<file path="src/rtl/seven_segment_field_pkg.sv">
// Shared segment type and glyph ROM for the seven-segment field renderer.
package seg_pkg;

  // One bit per segment: bit 0 = a, bit 1 = b, ... bit 6 = g.
  typedef logic [6:0] seg_t;

  localparam seg_t SEG_BLANK = '0;

  // Glyph ROM: code -> lit segments; codes 10..15 only render when hex_en is set.
  function automatic seg_t glyph_segs(input logic [3:0] code, input logic hex_en);
    seg_t s;
    case (code)
      4'h0: s = 7'b0111111;
      4'h1: s = 7'b0000110;
      4'h2: s = 7'b1011011;
      4'h3: s = 7'b1001111;
      4'h4: s = 7'b1100110;
      4'h5: s = 7'b1101101;
      4'h6: s = 7'b1111101;
      4'h7: s = 7'b0000111;
      4'h8: s = 7'b1111111;
      4'h9: s = 7'b1101111;
      4'hA: s = hex_en ? 7'b1110111 : SEG_BLANK;
      4'hB: s = hex_en ? 7'b1111100 : SEG_BLANK;
      4'hC: s = hex_en ? 7'b0111001 : SEG_BLANK;
      4'hD: s = hex_en ? 7'b1011110 : SEG_BLANK;
      4'hE: s = hex_en ? 7'b1111001 : SEG_BLANK;
      default: s = hex_en ? 7'b1110001 : SEG_BLANK;
    endcase
    return s;
  endfunction

endpackage

</file>
<file path="src/rtl/seven_segment_field_glyph_hit.sv">
// Combinational test of a glyph-local offset against the lit segments of a code.
module seg_glyph_hit
  import seg_pkg::*;
#(
  parameter int SEG_T  = 20,
  parameter int DIG_W  = 80,
  parameter int DIG_H  = 140,
  parameter bit HEX_EN = 1'b0
) (
  input  logic [10:0] ox,
  input  logic [10:0] oy,
  input  logic [3:0]  code,
  output logic        hit
);

  localparam int          M       = (DIG_H - SEG_T) / 2;
  localparam logic [10:0] THICK   = 11'(SEG_T);
  localparam logic [10:0] R_EDGE  = 11'(DIG_W - SEG_T);
  localparam logic [10:0] B_EDGE  = 11'(DIG_H - SEG_T);
  localparam logic [10:0] MID     = 11'(M);
  localparam logic [10:0] MID_END = 11'(M + SEG_T);

  seg_t region;
  seg_t segs;

  // Which segment regions contain the offset, masked by the glyph pattern.
  always_comb begin
    region    = SEG_BLANK;
    region[0] = oy < THICK;
    region[1] = (ox >= R_EDGE) && (oy < MID_END);
    region[2] = (ox >= R_EDGE) && (oy >= MID);
    region[3] = oy >= B_EDGE;
    region[4] = (ox < THICK) && (oy >= MID);
    region[5] = (ox < THICK) && (oy < MID_END);
    region[6] = (oy >= MID) && (oy < MID_END);
    segs      = glyph_segs(code, HEX_EN);
    hit       = |(segs & region);
  end

endmodule

</file>
<file path="src/rtl/seven_segment_field.sv">
// Two-stage raster renderer for a row of scalable seven-segment digits.
module seven_segment_field
  import seg_pkg::*;
#(
  parameter int NUM_DIGITS   = 4,
  parameter int SEG_T        = 20,
  parameter int DIG_W        = 80,
  parameter int DIG_H        = 140,
  parameter int GAP          = 20,
  parameter int X0           = 0,
  parameter int Y0           = 0,
  parameter int HEX_EN       = 0,
  parameter int BLINK_FRAMES = 30
) (
  input  logic                                              clk,
  input  logic                                              rst_n,
  input  logic                                              frame_start,
  input  logic [9:0]                                        sx,
  input  logic [9:0]                                        sy,
  input  logic                                              upd_valid,
  output logic                                              upd_ready,
  input  logic [4*NUM_DIGITS-1:0]                           upd_digits,
  input  logic [NUM_DIGITS-1:0]                             upd_blink,
  input  logic                                              lz_en,
  output logic                                              pixel_on,
  output logic [(NUM_DIGITS > 1 ? $clog2(NUM_DIGITS) : 1)-1:0] pixel_digit
);

  localparam int DW    = (NUM_DIGITS > 1) ? $clog2(NUM_DIGITS) : 1;
  localparam int PITCH = DIG_W + GAP;
  localparam int BW    = (BLINK_FRAMES > 1) ? $clog2(BLINK_FRAMES) : 1;
  localparam logic [BW-1:0] CNT_LAST = BW'(BLINK_FRAMES - 1);

  logic [4*NUM_DIGITS-1:0] active_digits, pend_digits;
  logic [NUM_DIGITS-1:0]   active_blink, pend_blink;
  logic                    pend_full;
  logic [BW-1:0]           frame_cnt;
  logic                    blink_on;

  assign upd_ready = ~pend_full;

  // Double buffer: accept into the pending slot, promote only at frame start.
  always_ff @(posedge clk) begin
    if (!rst_n) begin
      active_digits <= '0;
      active_blink  <= '0;
      pend_digits   <= '0;
      pend_blink    <= '0;
      pend_full     <= 1'b0;
    end else if (frame_start && pend_full) begin
      active_digits <= pend_digits;
      active_blink  <= pend_blink;
      pend_full     <= 1'b0;
    end else if (upd_valid && !pend_full) begin
      pend_digits <= upd_digits;
      pend_blink  <= upd_blink;
      pend_full   <= 1'b1;
    end
  end

  // Frame counter drives the blink half-period.
  always_ff @(posedge clk) begin
    if (!rst_n) begin
      frame_cnt <= '0;
      blink_on  <= 1'b1;
    end else if (frame_start) begin
      if (frame_cnt == CNT_LAST) begin
        frame_cnt <= '0;
        blink_on  <= ~blink_on;
      end else begin
        frame_cnt <= frame_cnt + 1'b1;
      end
    end
  end

  // ---------------- stage 1: locate the pixel within the row ----------------
  logic signed [10:0] rx, ry;
  logic               in_c;
  logic [DW-1:0]      idx_c;
  logic [10:0]        ox_c;

  assign rx = 11'({1'b0, sx}) - 11'(X0);
  assign ry = 11'({1'b0, sy}) - 11'(Y0);

  // Constant comparator chain over the digit cells; gaps fall through as misses.
  always_comb begin
    in_c  = 1'b0;
    idx_c = '0;
    ox_c  = '0;
    if (int'(ry) >= 0 && int'(ry) < DIG_H) begin
      for (int unsigned i = 0; i < NUM_DIGITS; i++) begin
        if (int'(rx) >= int'(i) * PITCH && int'(rx) < int'(i) * PITCH + DIG_W) begin
          in_c  = 1'b1;
          idx_c = DW'(i);
          ox_c  = 11'(int'(rx) - int'(i) * PITCH);
        end
      end
    end
  end

  logic          s1_in;
  logic [DW-1:0] s1_idx;
  logic [10:0]   s1_ox, s1_oy;

  // Stage 1 register.
  always_ff @(posedge clk) begin
    if (!rst_n) begin
      s1_in  <= 1'b0;
      s1_idx <= '0;
      s1_ox  <= '0;
      s1_oy  <= '0;
    end else begin
      s1_in  <= in_c;
      s1_idx <= idx_c;
      s1_ox  <= ox_c;
      s1_oy  <= ry;
    end
  end

  // ---------------- stage 2: segment lookup and blanking ----------------
  logic [NUM_DIGITS-1:0] lz_mask;

  // Leading-zero mask scanned from the most significant digit; last digit always shows.
  always_comb begin
    logic seen_nz;
    seen_nz = 1'b0;
    lz_mask = '0;
    for (int unsigned i = 0; i < NUM_DIGITS; i++) begin
      if (active_digits[4*(NUM_DIGITS-1-i) +: 4] != 4'h0) seen_nz = 1'b1;
      lz_mask[i] = lz_en && !seen_nz && (int'(i) != NUM_DIGITS - 1);
    end
  end

  logic [3:0] cur_code;
  logic       cur_blank;
  logic       seg_hit;

  // Select the owning digit's code and blanking state.
  always_comb begin
    cur_code  = 4'h0;
    cur_blank = 1'b0;
    for (int unsigned i = 0; i < NUM_DIGITS; i++) begin
      if (s1_idx == DW'(i)) begin
        cur_code  = active_digits[4*(NUM_DIGITS-1-i) +: 4];
        cur_blank = lz_mask[i] || (!blink_on && active_blink[i]);
      end
    end
  end

  seg_glyph_hit #(
    .SEG_T (SEG_T),
    .DIG_W (DIG_W),
    .DIG_H (DIG_H),
    .HEX_EN(HEX_EN != 0)
  ) u_hit (
    .ox  (s1_ox),
    .oy  (s1_oy),
    .code(cur_code),
    .hit (seg_hit)
  );

  // Stage 2 register: final pixel outputs.
  always_ff @(posedge clk) begin
    if (!rst_n) begin
      pixel_on    <= 1'b0;
      pixel_digit <= '0;
    end else begin
      pixel_on    <= s1_in && !cur_blank && seg_hit;
      pixel_digit <= s1_in ? s1_idx : '0;
    end
  end

endmodule

</file>
<file path="config.mk">
export PLATFORM = sky130hd
export DESIGN_NAME = seven_segment_field
export DESIGN_NICKNAME = d
export VERILOG_FILES = /design/src/rtl/seven_segment_field_pkg.sv /design/src/rtl/seven_segment_field_glyph_hit.sv /design/src/rtl/seven_segment_field.sv
export SDC_FILE = /design/constraint.sdc
export NUM_CORES = 1
export LEC_CHECK = 0
export ABC_AREA = 1
export ABC_CLOCK_PERIOD_IN_PS = 2000
export CAP_MARGIN = 20
export CELL_PAD_IN_SITES_DETAIL_PLACEMENT = 1
export CELL_PAD_IN_SITES_GLOBAL_PLACEMENT = 1
export CORE_AREA = 5 5 92 129
export DETAILED_ROUTE_END_ITERATION = 8
export DIE_AREA = 0 0 97 134
export PLACE_DENSITY = 0.77
export SKIP_CTS_REPAIR_TIMING = 1
export SKIP_LAST_GASP = 1
export SYNTH_ARGS = -nofsm -noshare
export SYNTH_HDL_FRONTEND = slang
export SYNTH_SLANG_ARGS = --single-unit
</file>
<file path="constraint.sdc">
create_clock -name clk -period 2 [get_ports clk]
set_clock_uncertainty 0.1 [all_clocks]
set_input_delay 0.6 -clock clk [delete_from_list [all_inputs] [get_ports clk]]
set_output_delay 0.6 -clock clk [all_outputs]
set_load 0.005 [all_outputs]
</file>
# ---- Yosys cells after proc, flatten, opt, wreduce, memory -nomap -nowiden
# Memories as Yosys holds them, arrays and structs flattened.
# Index checks and enable logic that the tools add are counted.
dict set report word_totals {
  mem_count 1
  mem_bits_ro 112
  wordCells 107
  regBits 75
  inputBits 45
  out_inout_bits 4
}
# name depth word_bits read_ports rd_ports_with_merged_regs wr line
set mem_list {}
lappend mem_list {{(no name shown)} 16 7 1 0 0 seven_segment_field_pkg.sv:12} ;# case (code)
dict set report op_classes {
  n_mux 23
  addsub 4
  bitwise 5
  magnitude_cmp 16
  eq_ne 4
  n_reduce_logical 40
}
# op n
set op_table {}
lappend op_table {{$mux W11} 3}
lappend op_table {{$ge A11 B6 Y1 const B} 2}
lappend op_table {{$lt A11 B5 Y1 const B} 2}
lappend op_table {{$logic_and A1 B1 Y1} 21}
lappend op_table {{$ge A10 B1 Y1 const B} 2}
lappend op_table {{$lt A10 B8 Y1 const B} 2}
lappend op_table {{$lt A10 B9 Y1 const B} 2}
lappend op_table {{$mux W4} 4}
lappend op_table {{$mux W1} 12}
lappend op_table {{$reduce_bool A4 Y1} 3}
lappend op_table {{$ge A11 B7 Y1 const B} 1}
lappend op_table {{$lt A11 B7 Y1 const B} 1}
lappend op_table {{$sub A10 B7 Y11 const B} 1}
lappend op_table {{$sub A10 B8 Y11 const B} 1}
lappend op_table {{$sub A10 B9 Y11 const B} 1}
lappend op_table {{$ge A10 B7 Y1 const B} 1}
lappend op_table {{$ge A10 B8 Y1 const B} 1}
lappend op_table {{$ge A10 B9 Y1 const B} 1}
lappend op_table {{$lt A10 B7 Y1 const B} 1}
lappend op_table {{$mux W10} 1}
lappend op_table {{$reduce_and A2 Y1} 4}
lappend op_table {{$and A7 B7 Y7} 1}
lappend op_table {{$reduce_or A7 Y1} 1}
lappend op_table {{$logic_not A1 Y1} 6}
lappend op_table {{other kinds (10)} 17}

# ---- Logic depth before layout (Yosys ltp)
# Gate-level depths: netlist (run 1).
dict set report depth {
  word_depth 12
  depth_mapped 15
  ltp_nobuf 14
}

# ---- Hierarchy
# Synthesis (run 1) repeated with hierarchy kept, for this count alone.
dict set report hier_totals {
  cells_unflattened 580
  area_unflattened_um2 3854.9
}
# mod area_each_um2 seq_area_each_um2 cells_per_inst instances
set by_module_without_submodules {}
lappend by_module_without_submodules {seven_segment_field 3448.3 1481.4 501 1}
lappend by_module_without_submodules {seg_glyph_hit 406.6 0.0 79 1}

# ---- Worst setup path before layout (run 1)
# No wires, ideal clock.
dict set report synth_timing {
  path_kind {in2reg}
  from {input sx[4]}
  to {register s1_ox[3]}
  n_path_buf 1
  stages 13
  required_time_ns 1.786
  arrival_ns 1.927
  setup_ns 0.114
  slack_ns -0.140
  cell_sequence {buf_6 -> inv_1 -> ha_1 -> a21oi_4 -> nor2_1 -> nor2_2 -> o21ai_1 -> nand2_2 -> nand2_1 -> o21ai_1 -> nand2_1 -> o21bai_1 -> inv_1}
}
dict set report synth_via {
  elab_chain_len 6
  elab_cells_between_ends 16
  classes_between {order compare (8); mux (4); reduce/logical (4)}
}
# element line
set synth_lines {}
lappend synth_lines {{start, declared} seven_segment_field.sv:18} ;# input logic [9:0] sx,
lappend synth_lines {{$ge A10 B1 Y1 / $lt A10 B7 Y1 (equally long branches)} seven_segment_field.sv:92} ;# if (int'(rx) >= int'(i) * PITCH && int'(rx) < int'(i) * PITCH + DIG_W) begin
lappend synth_lines {{$logic_and A1 B1 Y1} seven_segment_field.sv:92}
lappend synth_lines {{$mux W10} seven_segment_field.sv:92}
lappend synth_lines {{$mux W11 (2 in a row)} seven_segment_field.sv:92}
lappend synth_lines {{$mux W11 (*)} seven_segment_field.sv:92}
lappend synth_lines {{end signal, assigned} seven_segment_field.sv:110} ;# s1_ox <= '0;
lappend synth_lines {{end signal, assigned} seven_segment_field.sv:115} ;# s1_ox <= ox_c;
lappend synth_lines {{end, declared} seven_segment_field.sv:103} ;# logic [10:0] s1_ox, s1_oy;
# Every way passes the cells marked *; elsewhere a longest branch is shown, timed or not.
# A chain may end at the register's enable or synchronous reset.

# ---- Worst setup path after layout (run 1)
dict set report layout_timing {
  from {register s1_idx[0]}
  to {register pixel_on}
}
dict set report layout_via {
  elab_chain_len 9
  elab_cells_between_ends 18
  classes_between {eq/ne (3); mux (8); bitwise (1); reduce/logical (5); memory (1)}
}
# element line
set layout_lines {}
lappend layout_lines {{start, declared} seven_segment_field.sv:102} ;# logic [DW-1:0] s1_idx;
lappend layout_lines {{start signal, assigned} seven_segment_field.sv:114} ;# s1_idx <= idx_c;
lappend layout_lines {{$logic_not A2 Y1} seven_segment_field.sv:143} ;# if (s1_idx == DW'(i)) begin
lappend layout_lines {{$mux W4 (4 in a row)} seven_segment_field.sv:143}
lappend layout_lines {{$mem_v2 Z16 W7} -}
lappend layout_lines {{$and A7 B7 Y7} seven_segment_field_glyph_hit.sv:37} ;# hit = |(segs & region);
lappend layout_lines {{$reduce_or A7 Y1} seven_segment_field_glyph_hit.sv:37}
lappend layout_lines {{$logic_and A1 B1 Y1 (*)} seven_segment_field.sv:168} ;# pixel_on <= s1_in && !cur_blank && seg_hit;
lappend layout_lines {{end signal, assigned} seven_segment_field.sv:168}
lappend layout_lines {{end, declared} seven_segment_field.sv:25} ;# output logic pixel_on,
# Marks and branches as above.

==> impl_metrics.json, run 1 <==
{
  "fin_area_sq_um": 5230,
  "drive_gt1_frac": 0.241,
  "synth_area_sq_um": 3600,
  "rr_startpoint": "s1_idx[0]$_SDFF_PN0_",
  "drt_iter0_markers": 86,
  "clock-sinks": 70,
  "ys_top_cells_by_area": "dfxtp_1 (39%), nor2_1 (12%), nand2_1 (8.2%)",
  "slew_violations": 0,
  "die_h_microns": 134,
  "met2_usage": 0.311,
  "max_slew_margin": 0.620,
  "utilization": 0.491,
  "dpl_worst_slack_ns": -0.597,
  "cpMostUsedCell": "nand3_2",
  "grt_use_met1": 0.173,
  "synth_compound_area_frac": 0.147,
  "grt_pass1_wl_microns": 17500,
  "insertion_delay_ns": 0.33,
  "cts.clk_slew.worst_paths_ns": 0.05,
  "grt_pass1_vias": 3935,
  "yosysTopAreaCell": "dfxtp_1",
  "io_pins": 49,
  "grt_max_degree": 30,
  "synth-simple-area-share": 0.308,
  "clk_path_buf_depth": 2,
  "ys_warn_count": 0,
  "regArea_sq_um": 1410,
  "synth_top_family_by_area": "simple AND/OR/NAND/NOR gates",
  "holdWs_ns": 0.386,
  "drt-wirelength-per-cell_microns": 14.0,
  "worstPathCellList": "buf_6 > nand2_4 > inv_4 > a2111oi_4 > a21oi_4 > inv_2 > ha_4 > nand3_4 > nand3_2 > nand3_2 > nand2_2 > nor2_4 > a21oi_2",
  "r2r_cells": 13,
  "syn_to_final_growth_pct": 45.0,
  "core_area_sq_um": 10600,
  "power_mw": 3.72,
  "fin_ws_ns": -0.0884,
  "final_hold_viol_count": 0,
  "port_buffers": 46,
  "worstReg2RegEnd": "pixel_on$_SDFF_PN0_",
  "grt_use_met3": 0.0260,
  "placed_area_sq_um": 4690,
  "routabilityCongestion": 0.864,
  "cap_violations": 0,
  "ctsRootBufferMaster": "clkbuf_16",
  "cts_made_buffers": 9,
  "slowest_stage": "a2111oi_4",
  "postSynthAreaPerCell_sq_um": 6.92,
  "final.fill_count": 1314,
  "crit_arrival_ns": 2.21,
  "worstHoldEndpoint": "active_digits[5]$_SDFFE_PN0P_",
  "cts.htree.levels": 3,
  "worst_pin_slew_ns": 0.569,
  "multi_input_area_sq_um": 2090,
  "muxShareOfSynthArea": 0,
  "layoutNonFillerInstCount": 776,
  "num_vias": 3725,
  "grt_overflow_total": 0,
  "drc_errors": 0,
  "syn_inst": 521,
  "seq_area_frac_synth": 0.389,
  "vias_per_cell": 4.80,
  "status": "complete, but fails checks",
  "crit_path_start_kind": "flop",
  "period_minus_slack_ns": 2.09,
  "antenna_left": 0,
  "grt_busiest_layer": "met2",
  "ys_ff_latch": 70,
  "diodes": 0,
  "holdPathStages": 2,
  "antenna_found_initial": 0,
  "holdCritPathClass": "flop to flop",
  "dieArea_sq_um": 13000,
  "placed_cells": 755,
  "critical_path_class": "flop to flop",
  "min_from": "active_digits[5]$_SDFFE_PN0P_",
  "cts_tree": "done",
  "tns_ns": -0.0884,
  "routed_wl_microns": 10900,
  "cp_max_fo": 5,
  "setup_viol": 1,
  "r2r_setup_slack_ns": -0.09,
  "synthesis.nets": 580,
  "synth_xor_area_frac": 0.0219,
  "rsz0062_at_grt": "true",
  "synth_top_area_frac": 0.389,
  "synth_cell_types": 40,
  "dp_hpwl_microns": 8300,
  "irDropWorstVdd_uv": 429,
  "synthAdderAreaFrac": 0.0486,
  "cp-startpoint": "s1_idx[0]$_SDFF_PN0_",
  "power_density_nw_per_um2": 712,
  "fp.dieW_microns": 97,
  "fin_crit_sh": 1.04,
  "drtPass1Iterations": 4,
  "start_util": 0.339,
  "endpoint_kind": "flop",
  "failed_checks": "negative setup slack",
  "crit_path_max_incr_delay_ns": 0.40,
  "nets": 689,
  "num_rows": 45,
  "leakage_nw": 2.43,
  "required_ns": 2.12,
  "fmax_mhz": 479,
  "track_usage": 0.162
}
final cells by class:
| type | count | area share |
|---|---|---|
| multi-input combinational | 376 | 0.400 |
| sequential | 70 | 0.270 |
| timing repair buffer | 116 | 0.198 |
| clock buffer | 11 | 0.0445 |
| inverter | 57 | 0.0428 |
| tap | 141 | 0.0337 |
| clock inverter | 5 | 0.0112 |
how the worst max path moves through the flow:
| stage | to | slack (ns) |
|---|---|---|
| after CTS | pixel_on$_SDFF_PN0_ | -0.28 |
| after floorplan | s1_ox[3]$_SDFF_PN0_ | -0.001 |
| after global placement | s1_ox[9]$_SDFF_PN0_ | -0.48 |
| final | pixel_on$_SDFF_PN0_ | -0.09 |
| after global routing | pixel_on$_SDFF_PN0_ | -0.21 |
| after detailed placement | s1_ox[9]$_SDFF_PN0_ | -0.60 |
layer usage:
layer	vias to the layer above	wire, microns	share of wire
met1	1756	4480	0.41
met3	22	271	0.025
met2	56	5870	0.54
met5	-	0	0
met4	0	278	0.025
li1	1891	-	-
registers in the layout, summed over array words and instances (netlist names), 2 cells and up:
name	count
pend_digits	16
pixel_digit	2
s1_ox	9
s1_oy	8
s1_idx	2
active_blink	4
frame_cnt	5
pend_blink	4
active_digits	16
layout by cell type (no fill, tap or decap), drive strengths merged:
cell,Yosys,routed
a2111oi,1,1
clkinv,2,2
a21oi,22,22
dfxtp,70,70
dlymetal6s2s,0,6
a211oi,2,2
bufinv,0,1
nor3b,1,1
ha,14,14
nand2,84,84
o21bai,1,1
clkbuf,14,13
nor3,12,12
xnor2,1,1
inv,55,57
clkdlybuf4s50,0,38
o211ai,1,1
xor2,8,8
clkinvlp,0,2
and3,3,3
nand3,32,32
nand4,5,5
a31oi,5,5
or2,2,2
nand3b,1,1
o21a,1,1
buf,4,70
o21ai,63,63
and2,1,1
nor2,116,116
worst max-delay path: cells and delay by family (launching register included):
kind / cells / cell delay (ns)
fa+ha+maj: 1 / 0.22
flops: 1 / 0.37
compound gates: 3 / 0.54
simple gates: 6 / 0.47
buf+inv: 3 / 0.28
cell families after synthesis:
logic type               after synthesis
XOR/XNOR                               9
adder cells (fa/ha/maj)               14
AND/OR/NAND/NOR                      257
flip-flops                            70
AO/OA/AOI/OAI                         96
buffers and inverters                 75
synth_stat cells:
| library cell | count |
|---|---|
| a21oi_2 | 3 |
| o21ai_0 | 55 |
| o21ai_1 | 7 |
| inv_1 | 47 |
| o21ai_2 | 1 |
| clkinv_1 | 2 |
| a2111oi_0 | 1 |
| nor3_1 | 12 |
| and3_1 | 3 |
| xnor2_1 | 1 |
| clkbuf_1 | 14 |
| or2_4 | 1 |
| o21bai_1 | 1 |
| nor2_4 | 1 |
| a21oi_4 | 1 |
| and2_1 | 1 |
| nor2_2 | 4 |
| nor2_1 | 111 |
| a211oi_1 | 2 |
| ha_1 | 14 |
| nor3b_1 | 1 |
| nand2_2 | 4 |
| nand3b_1 | 1 |
| xor2_1 | 8 |
| nand2_1 | 79 |
| buf_2 | 1 |
| nand3_1 | 30 |
| o21a_1 | 1 |
| a31oi_1 | 5 |
| nand3_4 | 1 |
| inv_4 | 2 |
| nand4_1 | 5 |
| nand2_4 | 1 |
| inv_2 | 6 |
| o211ai_1 | 1 |
| nand3_2 | 1 |
| dfxtp_1 | 70 |
| a21oi_1 | 18 |
| or2_2 | 1 |
| buf_6 | 3 |
report_power, final:
group	internal (mW)	total, mW	switching [mW]
clock	0.966	1.53	0.567
combinational	0.312	0.668	0.356
sequential	1.47	1.52	0.0474
total	2.75	3.72	0.970
Power figures use the tool's default switching activity.
==> run 2: changes to the inputs <==
--- a/config.mk
+++ b/config.mk
@@ -13,6 +13,7 @@
 export CORE_AREA = 5 5 92 129
 export DETAILED_ROUTE_END_ITERATION = 8
 export DIE_AREA = 0 0 97 134
+export GPL_ROUTABILITY_DRIVEN = 0
 export PLACE_DENSITY = 0.77
 export SKIP_CTS_REPAIR_TIMING = 1
 export SKIP_LAST_GASP = 1
==> impl_metrics.json, run 2 (synthesis gave the netlist of run 1 again) <==
{
  "status": "complete, but fails checks",
  "failed_checks": "negative setup slack",
  "start_util": 0.339,
  "grt_pass1_vias": 4061,
  "routed_wl_microns": 11500,
  "period_minus_slack_ns": 2.18,
  "irDropWorstVdd_uv": 490,
  "rr_startpoint": "s1_idx[1]$_SDFF_PN0_",
  "vias_per_cell": 4.92,
  "grt_overflow_total": 0,
  "endpoint": "pixel_on$_SDFF_PN0_",
  "io_pins": 49,
  "cp_max_fo": 4,
  "final_hold_viol_count": 0,
  "worstPathCellList": "buf_6 > nand2_4 > inv_4 > a2111oi_4 > a21oi_4 > inv_2 > ha_1 > nand3_1 > nand3_1 > nand3_1 > nand2_1 > nor2_2 > a21oi_2",
  "min_from": "active_blink[1]$_SDFFE_PN0P_",
  "fp.dieW_microns": 97,
  "nets": 691,
  "ctsRootBufferMaster": "clkbuf_16",
  "power_density_nw_per_um2": 723,
  "drc_errors": 0,
  "grt_max_degree": 37,
  "core_area_sq_um": 10600,
  "die_h_microns": 134,
  "slew_violations": 0,
  "required_ns": 2.12,
  "clk_path_buf_depth": 2,
  "fin_crit_sh": 1.09,
  "worstReg2RegEnd": "pixel_on$_SDFF_PN0_",
  "crit_path_max_incr_delay_ns": 0.41,
  "worst_pin_slew_ns": 0.525,
  "holdCritPathClass": "flop to flop",
  "critical_path_class": "flop to flop",
  "crit_path_start_kind": "flop",
  "cts_made_buffers": 9,
  "cpMostUsedCell": "nand3_1",
  "diodes": 0,
  "drt-wirelength-per-cell_microns": 14.7,
  "fmax_mhz": 459,
  "num_vias": 3825,
  "cts.clk_slew.worst_paths_ns": 0.06,
  "grt_use_met3": 0.0260,
  "top_regs": "active_digits (16), pend_digits (16), s1_ox (9)",
  "grt_busiest_layer": "met2",
  "drive_gt1_frac": 0.242,
  "grt_pass1_wl_microns": 18000,
  "regArea_sq_um": 1410,
  "insertion_delay_ns": 0.33,
  "clock-sinks": 70,
  "cts_tree": "done",
  "cap_violations": 0,
  "layout_common_cells": "nor2_1 (104), nand2_1 (72), dfxtp_1 (68)",
  "path_delay_family": "simple AND/OR/NAND/NOR gates",
  "syn_to_final_growth_pct": 45.3,
  "cts.htree.levels": 3,
  "holdWs_ns": 0.372,
  "dp_hpwl_microns": 8340,
  "track_usage": 0.166,
  "port_buffers": 46,
  "drt_iter0_markers": 126,
  "final.fill_count": 1354,
  "dieArea_sq_um": 13000,
  "r2r_cells": 13,
  "leakage_nw": 2.44,
  "rsz0062_at_grt": "true",
  "mostFrequentLayoutCell": "nor2_1",
  "met2_usage": 0.325,
  "fin_ws_ns": -0.177,
  "slowest_stage": "a2111oi_4",
  "dpl_worst_slack_ns": -0.566,
  "r2r_setup_slack_ns": -0.18,
  "crit_arrival_ns": 2.30,
  "antenna_found_initial": 0,
  "grt_use_met1": 0.171,
  "multi_input_area_sq_um": 2060,
  "cp.buffers_inverters": 3,
  "setup_viol": 1,
  "cp.depth": 13,
  "num_rows": 45,
  "endpoint_kind": "flop",
  "cp-startpoint": "s1_idx[1]$_SDFF_PN0_",
  "antenna_left": 0,
  "drtPass1Iterations": 4,
  "max_slew_margin": 0.650
}
[run 2: tightest hold or removal path, stage by stage (launching register included)]
cell	delay (ns)
dfxtp_1	0.29
inv_1	0.07
a21oi_1	0.06
[run 2: area by class of cell]
cell class                 instances  share of cell area
clock buffer                      10              0.0456
clock inverter                     5              0.0112
inverter                          57              0.0437
multi-input combinational        376               0.394
sequential                        70               0.269
tap                              141              0.0337
timing repair buffer             118               0.203
[run 2: per-stage QoR]
stage,power (mW),setup TNS [ns],instance area (sq um),util,cells
2_1_floorplan,1.87,-0.00144,3640,-,521
4_1_cts,3.75,-2.02,4980,0.468,769
6_report,3.79,-0.177,5240,0.492,777
3_5_place_dp,2.16,-6.28,4690,0.440,754
5_1_grt,3.97,-0.386,5240,0.492,777
3_3_place_gp,2.13,-5.04,4690,0.440,754
[run 2: worst min-delay path by stage]
stage,to,depth (start not counted)
floorplan,active_digits[1]$_SDFFE_PN0P_,2
global placement,active_blink[1]$_SDFFE_PN0P_,2
detailed placement,active_blink[1]$_SDFFE_PN0P_,2
CTS,active_blink[1]$_SDFFE_PN0P_,2
global route,active_blink[1]$_SDFFE_PN0P_,2
finish,active_blink[1]$_SDFFE_PN0P_,2
[run 2: power breakdown]
part	internal (mW)	total, mW	switching, mW
sequential	1.47	1.52	0.0484
clock	0.993	1.59	0.598
combinational	0.313	0.677	0.363
[run 2: layer usage]
metal / routed length, microns / vias up
li1: - / 1899
met4: 432 / 0
met5: 0 / -
met1: 4570 / 1811
met3: 260 / 33
met2: 6190 / 82
==> run 3: changes to the inputs <==
--- a/config.mk
+++ b/config.mk
@@ -6,15 +6,15 @@
 export NUM_CORES = 1
 export LEC_CHECK = 0
 export ABC_AREA = 1
-export ABC_CLOCK_PERIOD_IN_PS = 2000
+export ABC_CLOCK_PERIOD_IN_PS = 2650
 export CAP_MARGIN = 20
 export CELL_PAD_IN_SITES_DETAIL_PLACEMENT = 1
 export CELL_PAD_IN_SITES_GLOBAL_PLACEMENT = 1
-export CORE_AREA = 5 5 92 129
+export CORE_AREA = 5 5 85 118
 export DETAILED_ROUTE_END_ITERATION = 8
-export DIE_AREA = 0 0 97 134
+export DIE_AREA = 0 0 90 123
 export GPL_ROUTABILITY_DRIVEN = 0
-export PLACE_DENSITY = 0.77
+export PLACE_DENSITY = 0.86
 export SKIP_CTS_REPAIR_TIMING = 1
 export SKIP_LAST_GASP = 1
 export SYNTH_ARGS = -nofsm -noshare
==> constraint.sdc (replaced) <==
create_clock -name clk -period 2.65 [get_ports clk]
set_clock_uncertainty 0.1 [all_clocks]
set_input_delay 0.795 -clock clk [delete_from_list [all_inputs] [get_ports clk]]
set_output_delay 0.795 -clock clk [all_outputs]
set_load 0.005 [all_outputs]
==> impl_metrics.json, run 3 (synthesis gave the netlist of run 1 again) <==
{
  "mostFrequentLayoutCell": "nor2_1",
  "power_density_nw_per_um2": 613,
  "placed_area_sq_um": 4350,
  "drt-wirelength-per-cell_microns": 14.8,
  "drtPass1Iterations": 4,
  "endpoint_kind": "flop",
  "grt_pass1_vias": 3877,
  "antenna_left": 0,
  "fp.dieW_microns": 90,
  "dp_hpwl_microns": 7680,
  "nets": 652,
  "cts_tree": "done",
  "cap_violations": 0,
  "crit_path_start_kind": "input pin",
  "ctsRootBufferMaster": "clkbuf_16",
  "cp_max_fo": 8,
  "r2r_setup_slack_ns": 0.28,
  "vias_per_cell": 5.14,
  "setup_viol": 0,
  "grt_max_degree": 52,
  "dieArea_sq_um": 11100,
  "insertion_delay_ns": 0.34,
  "track_usage": 0.190,
  "worstReg2RegEnd": "pixel_on$_SDFF_PN0_",
  "core_area_sq_um": 8870,
  "drive_gt1_frac": 0.132,
  "layout_common_cells": "nor2_1 (111), nand2_1 (79), dfxtp_1 (69)",
  "cts_made_buffers": 9,
  "slowest_stage": "clkdlybuf4s50_1",
  "io_pins": 49,
  "start_util": 0.406,
  "layoutNonFillerInstCount": 705,
  "worstPathCellList": "clkdlybuf4s50_1 > inv_1 > ha_1 > a21oi_4 > nor2_1 > nor2_2 > o21ai_1 > nand2_2 > inv_4 > nand2_1 > o21ai_0 > o21ai_0 > inv_1",
  "max_slew_margin": 0.615,
  "top_regs": "active_digits (16), pend_digits (16), s1_ox (9)",
  "utilization": 0.529,
  "rr_startpoint": "s1_idx[1]$_SDFF_PN0_",
  "grt_overflow_total": 0,
  "slew_violations": 0,
  "path_delay_family": "buffers and inverters",
  "tns_ns": 0,
  "required_ns": 2.77,
  "cts.htree.levels": 3,
  "holdCritPathClass": "flop to flop",
  "drc_errors": 0,
  "placed_cells": 687,
  "critical_path_class": "input pin to flop",
  "rsz0062_at_grt": "false",
  "diodes": 0,
  "antenna_found_initial": 0,
  "num_rows": 41,
  "cp.depth": 13,
  "grt_pass1_wl_microns": 17300,
  "num_vias": 3622,
  "syn_to_final_growth_pct": 30.3,
  "irDropWorstVdd_uv": 391,
  "cp.buffers_inverters": 4,
  "crit_path_max_incr_delay_ns": 0.47,
  "fin_crit_sh": 0.944,
  "fmax_mhz": 400,
  "leakage_nw": 2.18,
  "endpoint": "s1_ox[10]$_SDFF_PN0_",
  "routed_wl_microns": 10400,
  "period_minus_slack_ns": 2.50,
  "worst_pin_slew_ns": 0.576,
  "die_h_microns": 123,
  "fin_area_sq_um": 4700,
  "r2r_cells": 13,
  "port_buffers": 46,
  "cp-startpoint": "sx[4]",
  "drt_iter0_markers": 172,
  "clk_path_buf_depth": 2,
  "clock-sinks": 70,
  "cts.clk_slew.worst_paths_ns": 0.06,
  "crit_arrival_ns": 2.62,
  "status": "complete, no violations",
  "final.fill_count": 1152,
  "final_hold_viol_count": 0
}
==> run 3: cell count changes in the layout (fill, tap and decap cells not counted), sizes merged <==
cell / before / now
bufinv: 1 / 2
clkinvlp: 2 / 0
clkdlybuf4s50: 39 / 45
clkbuf: 10 / 9
clkinv: 2 / 6
buf: 72 / 33
dlymetal6s2s: 7 / 1
inv: 57 / 56
==> run 3: worst register-to-register path, stage by stage (launching register included) <==
cell       delay [ns]
dfxtp_1          0.46
inv_2            0.11
nor3_1           0.26
a2111oi_1        0.12
a21oi_2          0.26
inv_1            0.12
ha_1             0.29
nand3_1          0.09
nand2_1          0.08
nand2_1          0.06
nand2_1          0.06
nand2_1          0.05
nor2_1           0.13
a21oi_2          0.07
==> run 3: routing by layer <==
layer | wire length (microns) | part of all wire | vias to the layer above | GRT usage
met2 | 5630 | 0.54 | 45 | 0.368
met3 | 248 | 0.024 | 20 | 0.0304
met1 | 4310 | 0.41 | 1738 | 0.201
met4 | 224 | 0.022 | 0 | 0.0866
li1 | - | - | 1819 | -
met5 | 0 | 0 | - | 0
==> run 3: through the flow <==
step                total power [mW]  hold WS (ns)  setup WS [ns]
floorplan                       1.41         0.330          0.315
global placement                1.57         0.361         -0.152
detailed placement              1.59         0.369         -0.247
CTS                             2.89         0.378         0.0560
global route                    3.00         0.420        0.00997
finish                          2.88         0.380          0.149
==> run 3: final cells by class <==
cell class / instances / area [sq um] / area share
clock buffers: 9 / 225 / 0.0479
clock inverters: 7 / 96.3 / 0.0205
inverters: 57 / 219 / 0.0466
multi-input cells: 376 / 1900 / 0.404
flip-flops and latches: 70 / 1400 / 0.299
well taps: 107 / 134 / 0.0285
repair buffers: 79 / 723 / 0.154
==> run 3: how the worst min path moves through the flow <==
| stage | end | from | depth (start not counted) | slack [ns] |
|---|---|---|---|---|
| 2_1_floorplan | active_digits[1]$_SDFFE_PN0P_ | active_digits[1]$_SDFFE_PN0P_ | 2 | 0.33 |
| 3_3_place_gp | active_digits[1]$_SDFFE_PN0P_ | active_digits[1]$_SDFFE_PN0P_ | 2 | 0.36 |
| 3_5_place_dp | active_digits[1]$_SDFFE_PN0P_ | active_digits[1]$_SDFFE_PN0P_ | 2 | 0.37 |
| 4_1_cts | active_digits[1]$_SDFFE_PN0P_ | active_digits[1]$_SDFFE_PN0P_ | 2 | 0.38 |
| 5_1_grt | active_digits[5]$_SDFFE_PN0P_ | active_digits[5]$_SDFFE_PN0P_ | 2 | 0.42 |
| 6_report | active_digits[1]$_SDFFE_PN0P_ | active_digits[1]$_SDFFE_PN0P_ | 2 | 0.38 |
==> run 3: report_power, final <==
group	total, mW	switching (mW)	internal (mW)
registers	1.15	0.0355	1.11
clock network	1.30	0.473	0.826
logic	0.433	0.241	0.192
total	2.88	0.749	2.13
